<file path="src/rtl/alu_arb_pkg.sv">
// alu_arb_pkg: owner encoding, response tag type and default widths shared by the alu_arbiter slice.
package alu_arb_pkg;

    localparam int ALU_DATA_W = 32;
    localparam int ALU_OP_W   = 4;
    localparam int ALU_FLAG_W = 4;

    typedef enum logic {
        REQ0 = 1'b0,
        REQ1 = 1'b1
    } owner_e;

    typedef struct packed {
        logic   valid;
        owner_e owner;
    } tag_t;

    function automatic owner_e otherOwner(input owner_e o);
        return (o == REQ0) ? REQ1 : REQ0;
    endfunction

endpackage

</file>
<file path="src/rtl/alu_arb_rr2.sv">
// alu_arb_rr2: two-way round-robin grant logic and the priority pointer it owns.
module alu_arb_rr2
    import alu_arb_pkg::*;
(
    input  logic clk_i,
    input  logic rst_ni,
    input  logic en_i,
    input  logic valid0_i,
    input  logic valid1_i,
    output logic grant0_o,
    output logic grant1_o
);

    owner_e prio_q;
    owner_e prio_d;
    logic   grant0;
    logic   grant1;

    // A lone requester always wins; the pointer only breaks ties.
    always_comb begin
        grant0 = 1'b0;
        grant1 = 1'b0;
        if (en_i) begin
            if (valid0_i && valid1_i) begin
                grant0 = (prio_q == REQ0);
                grant1 = (prio_q == REQ1);
            end else begin
                grant0 = valid0_i;
                grant1 = valid1_i;
            end
        end
    end

    always_comb begin
        prio_d = prio_q;
        if (grant0 || grant1) begin
            prio_d = otherOwner(grant1 ? REQ1 : REQ0);
        end
    end

    always_ff @(posedge clk_i or negedge rst_ni) begin
        if (!rst_ni) begin
            prio_q <= REQ0;
        end else begin
            prio_q <= prio_d;
        end
    end

    assign grant0_o = grant0;
    assign grant1_o = grant1;

endmodule

</file>
<file path="src/rtl/alu_arbiter.sv">
// alu_arbiter: shares one ALU between two requesters, returning tagged results in issue order.
// Build macro ALU_ARB_PERF_EN adds the Perf0Grants/Perf1Grants/PerfConflicts counters.
module alu_arbiter
    import alu_arb_pkg::*;
#(
    parameter int DATA_W  = ALU_DATA_W,
    parameter int OP_W    = ALU_OP_W,
    parameter int FLAG_W  = ALU_FLAG_W,
    parameter int ALU_LAT = 1
) (
    input  logic              Clk,
    input  logic              Reset_n,

    input  logic              Req0Valid,
    output logic              Req0Ready,
    input  logic [DATA_W-1:0] Req0A,
    input  logic [DATA_W-1:0] Req0B,
    input  logic [OP_W-1:0]   Req0Op,
    input  logic              Req0Cin,

    input  logic              Req1Valid,
    output logic              Req1Ready,
    input  logic [DATA_W-1:0] Req1A,
    input  logic [DATA_W-1:0] Req1B,
    input  logic [OP_W-1:0]   Req1Op,
    input  logic              Req1Cin,

    output logic              Rsp0Valid,
    output logic [DATA_W-1:0] Rsp0Result,
    output logic [FLAG_W-1:0] Rsp0Flags,

    output logic              Rsp1Valid,
    output logic [DATA_W-1:0] Rsp1Result,
    output logic [FLAG_W-1:0] Rsp1Flags,

    output logic [DATA_W-1:0] ALUA,
    output logic [DATA_W-1:0] ALUB,
    output logic [OP_W-1:0]   ALUControl,
    output logic              ALUFlagIn,
    input  logic [DATA_W-1:0] ALUResult,
    input  logic [FLAG_W-1:0] ALUFlags
`ifdef ALU_ARB_PERF_EN
    ,
    output logic [31:0]       Perf0Grants,
    output logic [31:0]       Perf1Grants,
    output logic [31:0]       PerfConflicts
`endif
);

    localparam int TAG_DEPTH = ALU_LAT + 1;

    logic   run_q;
    logic   grant0;
    logic   grant1;
    logic   grantAny;
    owner_e winner;

    // Reset asserts asynchronously but releases on a clock edge, so the first grant waits one cycle.
    always_ff @(posedge Clk or negedge Reset_n) begin
        if (!Reset_n) begin
            run_q <= 1'b0;
        end else begin
            run_q <= 1'b1;
        end
    end

    alu_arb_rr2 u_rr2 (
        .clk_i    (Clk),
        .rst_ni   (Reset_n),
        .en_i     (run_q),
        .valid0_i (Req0Valid),
        .valid1_i (Req1Valid),
        .grant0_o (grant0),
        .grant1_o (grant1)
    );

    assign grantAny  = grant0 | grant1;
    assign winner    = grant1 ? REQ1 : REQ0;
    assign Req0Ready = grant0;
    assign Req1Ready = grant1;

    logic [DATA_W-1:0] aluA_q, aluA_d;
    logic [DATA_W-1:0] aluB_q, aluB_d;
    logic [OP_W-1:0]   aluOp_q, aluOp_d;
    logic              aluCin_q, aluCin_d;

    always_comb begin
        aluA_d   = aluA_q;
        aluB_d   = aluB_q;
        aluOp_d  = aluOp_q;
        aluCin_d = aluCin_q;
        if (grant0) begin
            aluA_d   = Req0A;
            aluB_d   = Req0B;
            aluOp_d  = Req0Op;
            aluCin_d = Req0Cin;
        end else if (grant1) begin
            aluA_d   = Req1A;
            aluB_d   = Req1B;
            aluOp_d  = Req1Op;
            aluCin_d = Req1Cin;
        end
    end

    always_ff @(posedge Clk or negedge Reset_n) begin
        if (!Reset_n) begin
            aluA_q   <= '0;
            aluB_q   <= '0;
            aluOp_q  <= '0;
            aluCin_q <= 1'b0;
        end else begin
            aluA_q   <= aluA_d;
            aluB_q   <= aluB_d;
            aluOp_q  <= aluOp_d;
            aluCin_q <= aluCin_d;
        end
    end

    assign ALUA       = aluA_q;
    assign ALUB       = aluB_q;
    assign ALUControl = aluOp_q;
    assign ALUFlagIn  = aluCin_q;

    tag_t [TAG_DEPTH-1:0] tagPipe_q;
    tag_t [TAG_DEPTH-1:0] tagPipe_d;
    tag_t                 tagLast;

    // Entry 0 records every cycle's grant; the last entry lines up with the ALU result.
    always_comb begin
        tagPipe_d    = tagPipe_q;
        tagPipe_d[0] = '{valid: grantAny, owner: winner};
        for (int i = 1; i < TAG_DEPTH; i++) begin
            tagPipe_d[i] = tagPipe_q[i-1];
        end
    end

    always_ff @(posedge Clk or negedge Reset_n) begin
        if (!Reset_n) begin
            tagPipe_q <= '0;
        end else begin
            tagPipe_q <= tagPipe_d;
        end
    end

    assign tagLast = tagPipe_q[TAG_DEPTH-1];

    logic              rsp0Hit;
    logic              rsp1Hit;
    logic [DATA_W-1:0] rsp0Result_q;
    logic [DATA_W-1:0] rsp1Result_q;
    logic [FLAG_W-1:0] rsp0Flags_q;
    logic [FLAG_W-1:0] rsp1Flags_q;

    assign rsp0Hit = tagLast.valid && (tagLast.owner == REQ0);
    assign rsp1Hit = tagLast.valid && (tagLast.owner == REQ1);

    // Results pass straight through in the pulse cycle and are held for the owner afterwards.
    always_ff @(posedge Clk or negedge Reset_n) begin
        if (!Reset_n) begin
            rsp0Result_q <= '0;
            rsp0Flags_q  <= '0;
            rsp1Result_q <= '0;
            rsp1Flags_q  <= '0;
        end else begin
            rsp0Result_q <= Rsp0Result;
            rsp0Flags_q  <= Rsp0Flags;
            rsp1Result_q <= Rsp1Result;
            rsp1Flags_q  <= Rsp1Flags;
        end
    end

    assign Rsp0Valid  = rsp0Hit;
    assign Rsp0Result = rsp0Hit ? ALUResult : rsp0Result_q;
    assign Rsp0Flags  = rsp0Hit ? ALUFlags  : rsp0Flags_q;
    assign Rsp1Valid  = rsp1Hit;
    assign Rsp1Result = rsp1Hit ? ALUResult : rsp1Result_q;
    assign Rsp1Flags  = rsp1Hit ? ALUFlags  : rsp1Flags_q;

`ifdef ALU_ARB_PERF_EN
    logic [31:0] perf0_q;
    logic [31:0] perf1_q;
    logic [31:0] perfConf_q;

    // Free-running wrap-around counters.
    always_ff @(posedge Clk or negedge Reset_n) begin
        if (!Reset_n) begin
            perf0_q    <= '0;
            perf1_q    <= '0;
            perfConf_q <= '0;
        end else begin
            perf0_q    <= perf0_q + {31'b0, grant0};
            perf1_q    <= perf1_q + {31'b0, grant1};
            perfConf_q <= perfConf_q + {31'b0, Req0Valid & Req1Valid};
        end
    end

    assign Perf0Grants   = perf0_q;
    assign Perf1Grants   = perf1_q;
    assign PerfConflicts = perfConf_q;
`endif

endmodule

</file>
<file path="config.mk">
export PLATFORM = sky130hd
export DESIGN_NAME = alu_arbiter
export DESIGN_NICKNAME = d
export VERILOG_FILES = /design/src/rtl/alu_arb_pkg.sv /design/src/rtl/alu_arb_rr2.sv /design/src/rtl/alu_arbiter.sv
export SDC_FILE = /design/constraint.sdc
export NUM_CORES = 1
export LEC_CHECK = 0
export ABC_AREA = 1
export BUFFER_PORTS_ARGS = -buffer_cell sky130_fd_sc_hd__buf_2
export CAP_MARGIN = 5
export CORE_ASPECT_RATIO = 0.7
export CORE_MARGIN = 2
export CORE_UTILIZATION = 50
export DETAILED_ROUTE_END_ITERATION = 8
export PLACE_DENSITY = 0.95
export SLEW_MARGIN = 5
export SYNTH_ARGS = -nofsm -noshare
export SYNTH_HDL_FRONTEND = slang
export SYNTH_SLANG_ARGS = --single-unit
</file>
<file path="constraint.sdc">
create_clock -name Clk -period 2.8 [get_ports Clk]
set_input_delay 0.14 -clock Clk [delete_from_list [all_inputs] [get_ports Clk]]
set_output_delay 0.14 -clock Clk [all_outputs]
set_load 0.02 [all_outputs]
</file>
==> results.json <==
{
  "max_freq_mhz": 422.2,
  "cpMaxStageDelayCell": "or2_2",
  "synth.net_count": 992,
  "yosysWarnings": 0,
  "met1_length_um": 8141,
  "syn_to_final_growth_pct": 44.94,
  "die-area_mm2": 0.01418,
  "fin_setup_tns_ns": 0,
  "die_h_um": 100.2,
  "cts.clk_slew.worst_paths_ns": 0.06,
  "worst_slew_pin_slew_ns": 0.7775,
  "setup_violations": 0,
  "critPathArrivalTime_ns": 2.23,
  "status": "finished, final reports clean",
  "power_density_mw_per_mm2": 722.2,
  "htreeDepth": 4,
  "yosysTopAreaCell": "dfrtp_1",
  "yosysSeqAreaShare": 0.5561,
  "r2r_cells": 4,
  "swShare": 0.3466,
  "grtUsageTotal": 0.3106,
  "ys_types": 17,
  "highest_layer": "met4",
  "synth-seq-cells": 147,
  "cp.required_ns": 2.66,
  "grt_pass1_wl_um": 34960,
  "io_buffers": 322,
  "crit_chain": "inv_1, or2_2, buf_4, nand2_1, o21ai_0, buf_2",
  "grt_max_degree": 71,
  "cts_tree": "done",
  "pre_cts_slack_ns": 0.8827,
  "netlist_instances": 814,
  "hold_path_depth": 3,
  "final_hold_viol_count": 0,
  "critPathMaxFanout": 39,
  "root_buffer": "clkbuf_16",
  "die_w_um": 141.5,
  "relSlewSlack": 0.4816,
  "netlist_area_mm2": 0.006615,
  "via_per_inst": 5.293,
  "io-pin-count": 323,
  "irDropWorstVdd_mv": 0.3794,
  "start_kind": "register",
  "cts.sinks": 147,
  "power_frac_seq": 0.384,
  "route.met3.wl_um": 1950,
  "layout.nets": 1358,
  "drive_above_1_share": 0.3135,
  "grt_setup_unrepaired": "no",
  "gp_congestion": 0.8217,
  "start_util": 0.5069,
  "dr.pass1.iters": 8,
  "fin_crit_sh": 0.8459,
  "ctsResizeCount": 0,
  "grt_pass1_vias": 7039,
  "drt_iter0_markers": 656,
  "dr_wl_met2_um": 11620,
  "yosysTopAreaCellShare": 0.5561,
  "dp_hpwl_um": 13630,
  "antenna_found_initial": 0,
  "drv_slew": 0,
  "holdCritPathClass": "in2reg",
  "setup_slack_ns": 0.4314,
  "p_comb_frac": 0.279,
  "synthTopCellsByArea": "dfrtp_1 (56%), nand3_1 (16%), nand2_1 (12%)",
  "route.detailed.drc": 0,
  "cp_num_buf_inv": 3,
  "dp.cells": 1257,
  "p_sw_uw": 2400,
  "period_needed_ns": 2.369,
  "critPathMaxStageDelay_ns": 0.50,
  "clk_path_buf_depth": 2,
  "fill_cells": 921,
  "p_int_uw": 4525,
  "crit_family": "buffers and inverters",
  "wirelength_um": 22410,
  "final_cell_count_no_fill": 1359,
  "grt_overflow": 0,
  "rows": 35,
  "power.total_uw": 6924,
  "num_vias": 7193,
  "n_antenna_cell": 0,
  "cts_buffers": 17,
  "maxCapViolCount": 0,
  "layout_commonest_cell": "buf_2",
  "path_depth": 6,
  "core_area_mm2": 0.01305,
  "clkPwrFrac": 0.337,
  "power_leakage_uw": 0.005503,
  "final.setup_skew_ns": 0.01417,
  "syn_avg_cell_area_um2": 8.127,
  "antenna_left": 0,
  "critPathKind": "reg2out",
  "clk_latency_ns": 0.40,
  "final_cell_mix": "buf_2 (321), nand2_1 (210), nand3_1 (207), dfrtp_1 (147), inv_1 (110)",
  "routedWlPerCell_um": 16.49,
  "endpoint_kind": "output pin"
}
area by class of cell:
class / instances / area [µm²] / share of cell area
timing repair buffer: 404 / 2434 / 0.2538
multi-input combinational: 499 / 2242 / 0.2339
clock inverter: 14 / 167.7 / 0.01749
clock buffer: 18 / 439.2 / 0.04580
sequential: 147 / 3679 / 0.3837
tap: 166 / 207.7 / 0.02166
inverter: 111 / 419.2 / 0.04372
synthesized netlist by cell type:
master      n
nand2_1   212
nand3_1   207
dfrtp_1   147
inv_1     110
o21ai_0    53
buf_2      27
o21ai_1    20
clkbuf_1   18
buf_1       5
nand2_2     4
buf_6       3
buf_4       2
clkbuf_2    2
a21oi_1     1
conb_1      1
inv_4       1
or2_1       1
metrics by stage:
stage / util / hold WS, ns / cell area [µm²]
final: 0.7347 / 0.01370 / 9588
after CTS: 0.7347 / 0.0003077 / 9588
after detailed placement: 0.6345 / 0.1344 / 8280
after floorplan: - / -0.1556 / 6615
after global placement: 0.6345 / 0.1368 / 8280
after global routing: 0.7347 / 0.01502 / 9588
repair_timing:
action,4_1_cts,5_1_grt
hold buffers,70,0
hold endpoints to repair,123,0
buffers inserted,0,0
cell families (layout without fill, tap and decap cells):
family	Yosys count	count (layout)	share of synthesized area
compound gates	74	74	0.05599
buf+inv	168	547	0.1057
simple gates	424	424	0.2816
flops	147	147	0.5561
other cells	1	1	0.0005669
registers in the layout (all words and copies together) (netlist names):
signal and count:
rsp1Result_q 32, tagPipe_d 2, tagLast 2, rsp0Result_q 32
ALUA 32, run_q 1, ALUFlagIn 1, u_rr2.prio_q 1
rsp1Flags_q 4, ALUControl 4, ALUB 32, rsp0Flags_q 4
worst reg2reg max path: stages (launching register included):
cell	delay, ns
dfrtp_1	0.39
inv_1	0.05
or2_2	0.50
buf_4	0.43
o21ai_0	0.21
power groups by stage:
stage	Sequential, µW	Clock (µW)	Combinational (µW)
CTS	2650	2360	1900
global placement	2660	0	1760
floorplan	2850	0	911
detailed placement	2680	0	1810
finish	2660	2330	1930
global route	2690	2470	2090
routing by layer:
metal,global-route usage,vias to the layer above
li1,-,3314
met1,0.3726,3317
met2,0.5478,487
met3,0.07395,75
met4,0.1200,0
met5,0,-
final timing paths:
kind	from	to	slack (ns)
min	ALUResult[17]	rsp0Result_q[17]	0.01
max reg2reg	tagLast[1]	rsp0Flags_q[0]	1.07
max	tagLast[1]	Rsp0Flags[0]	0.43
min in group asynchronous	Reset_n	ALUB[15]	0.26
min reg2reg	tagPipe_d[2]	tagLast[0]	0.35
max in group asynchronous	Reset_n	ALUB[9]	1.60
Power figures use the tool's default switching activity.
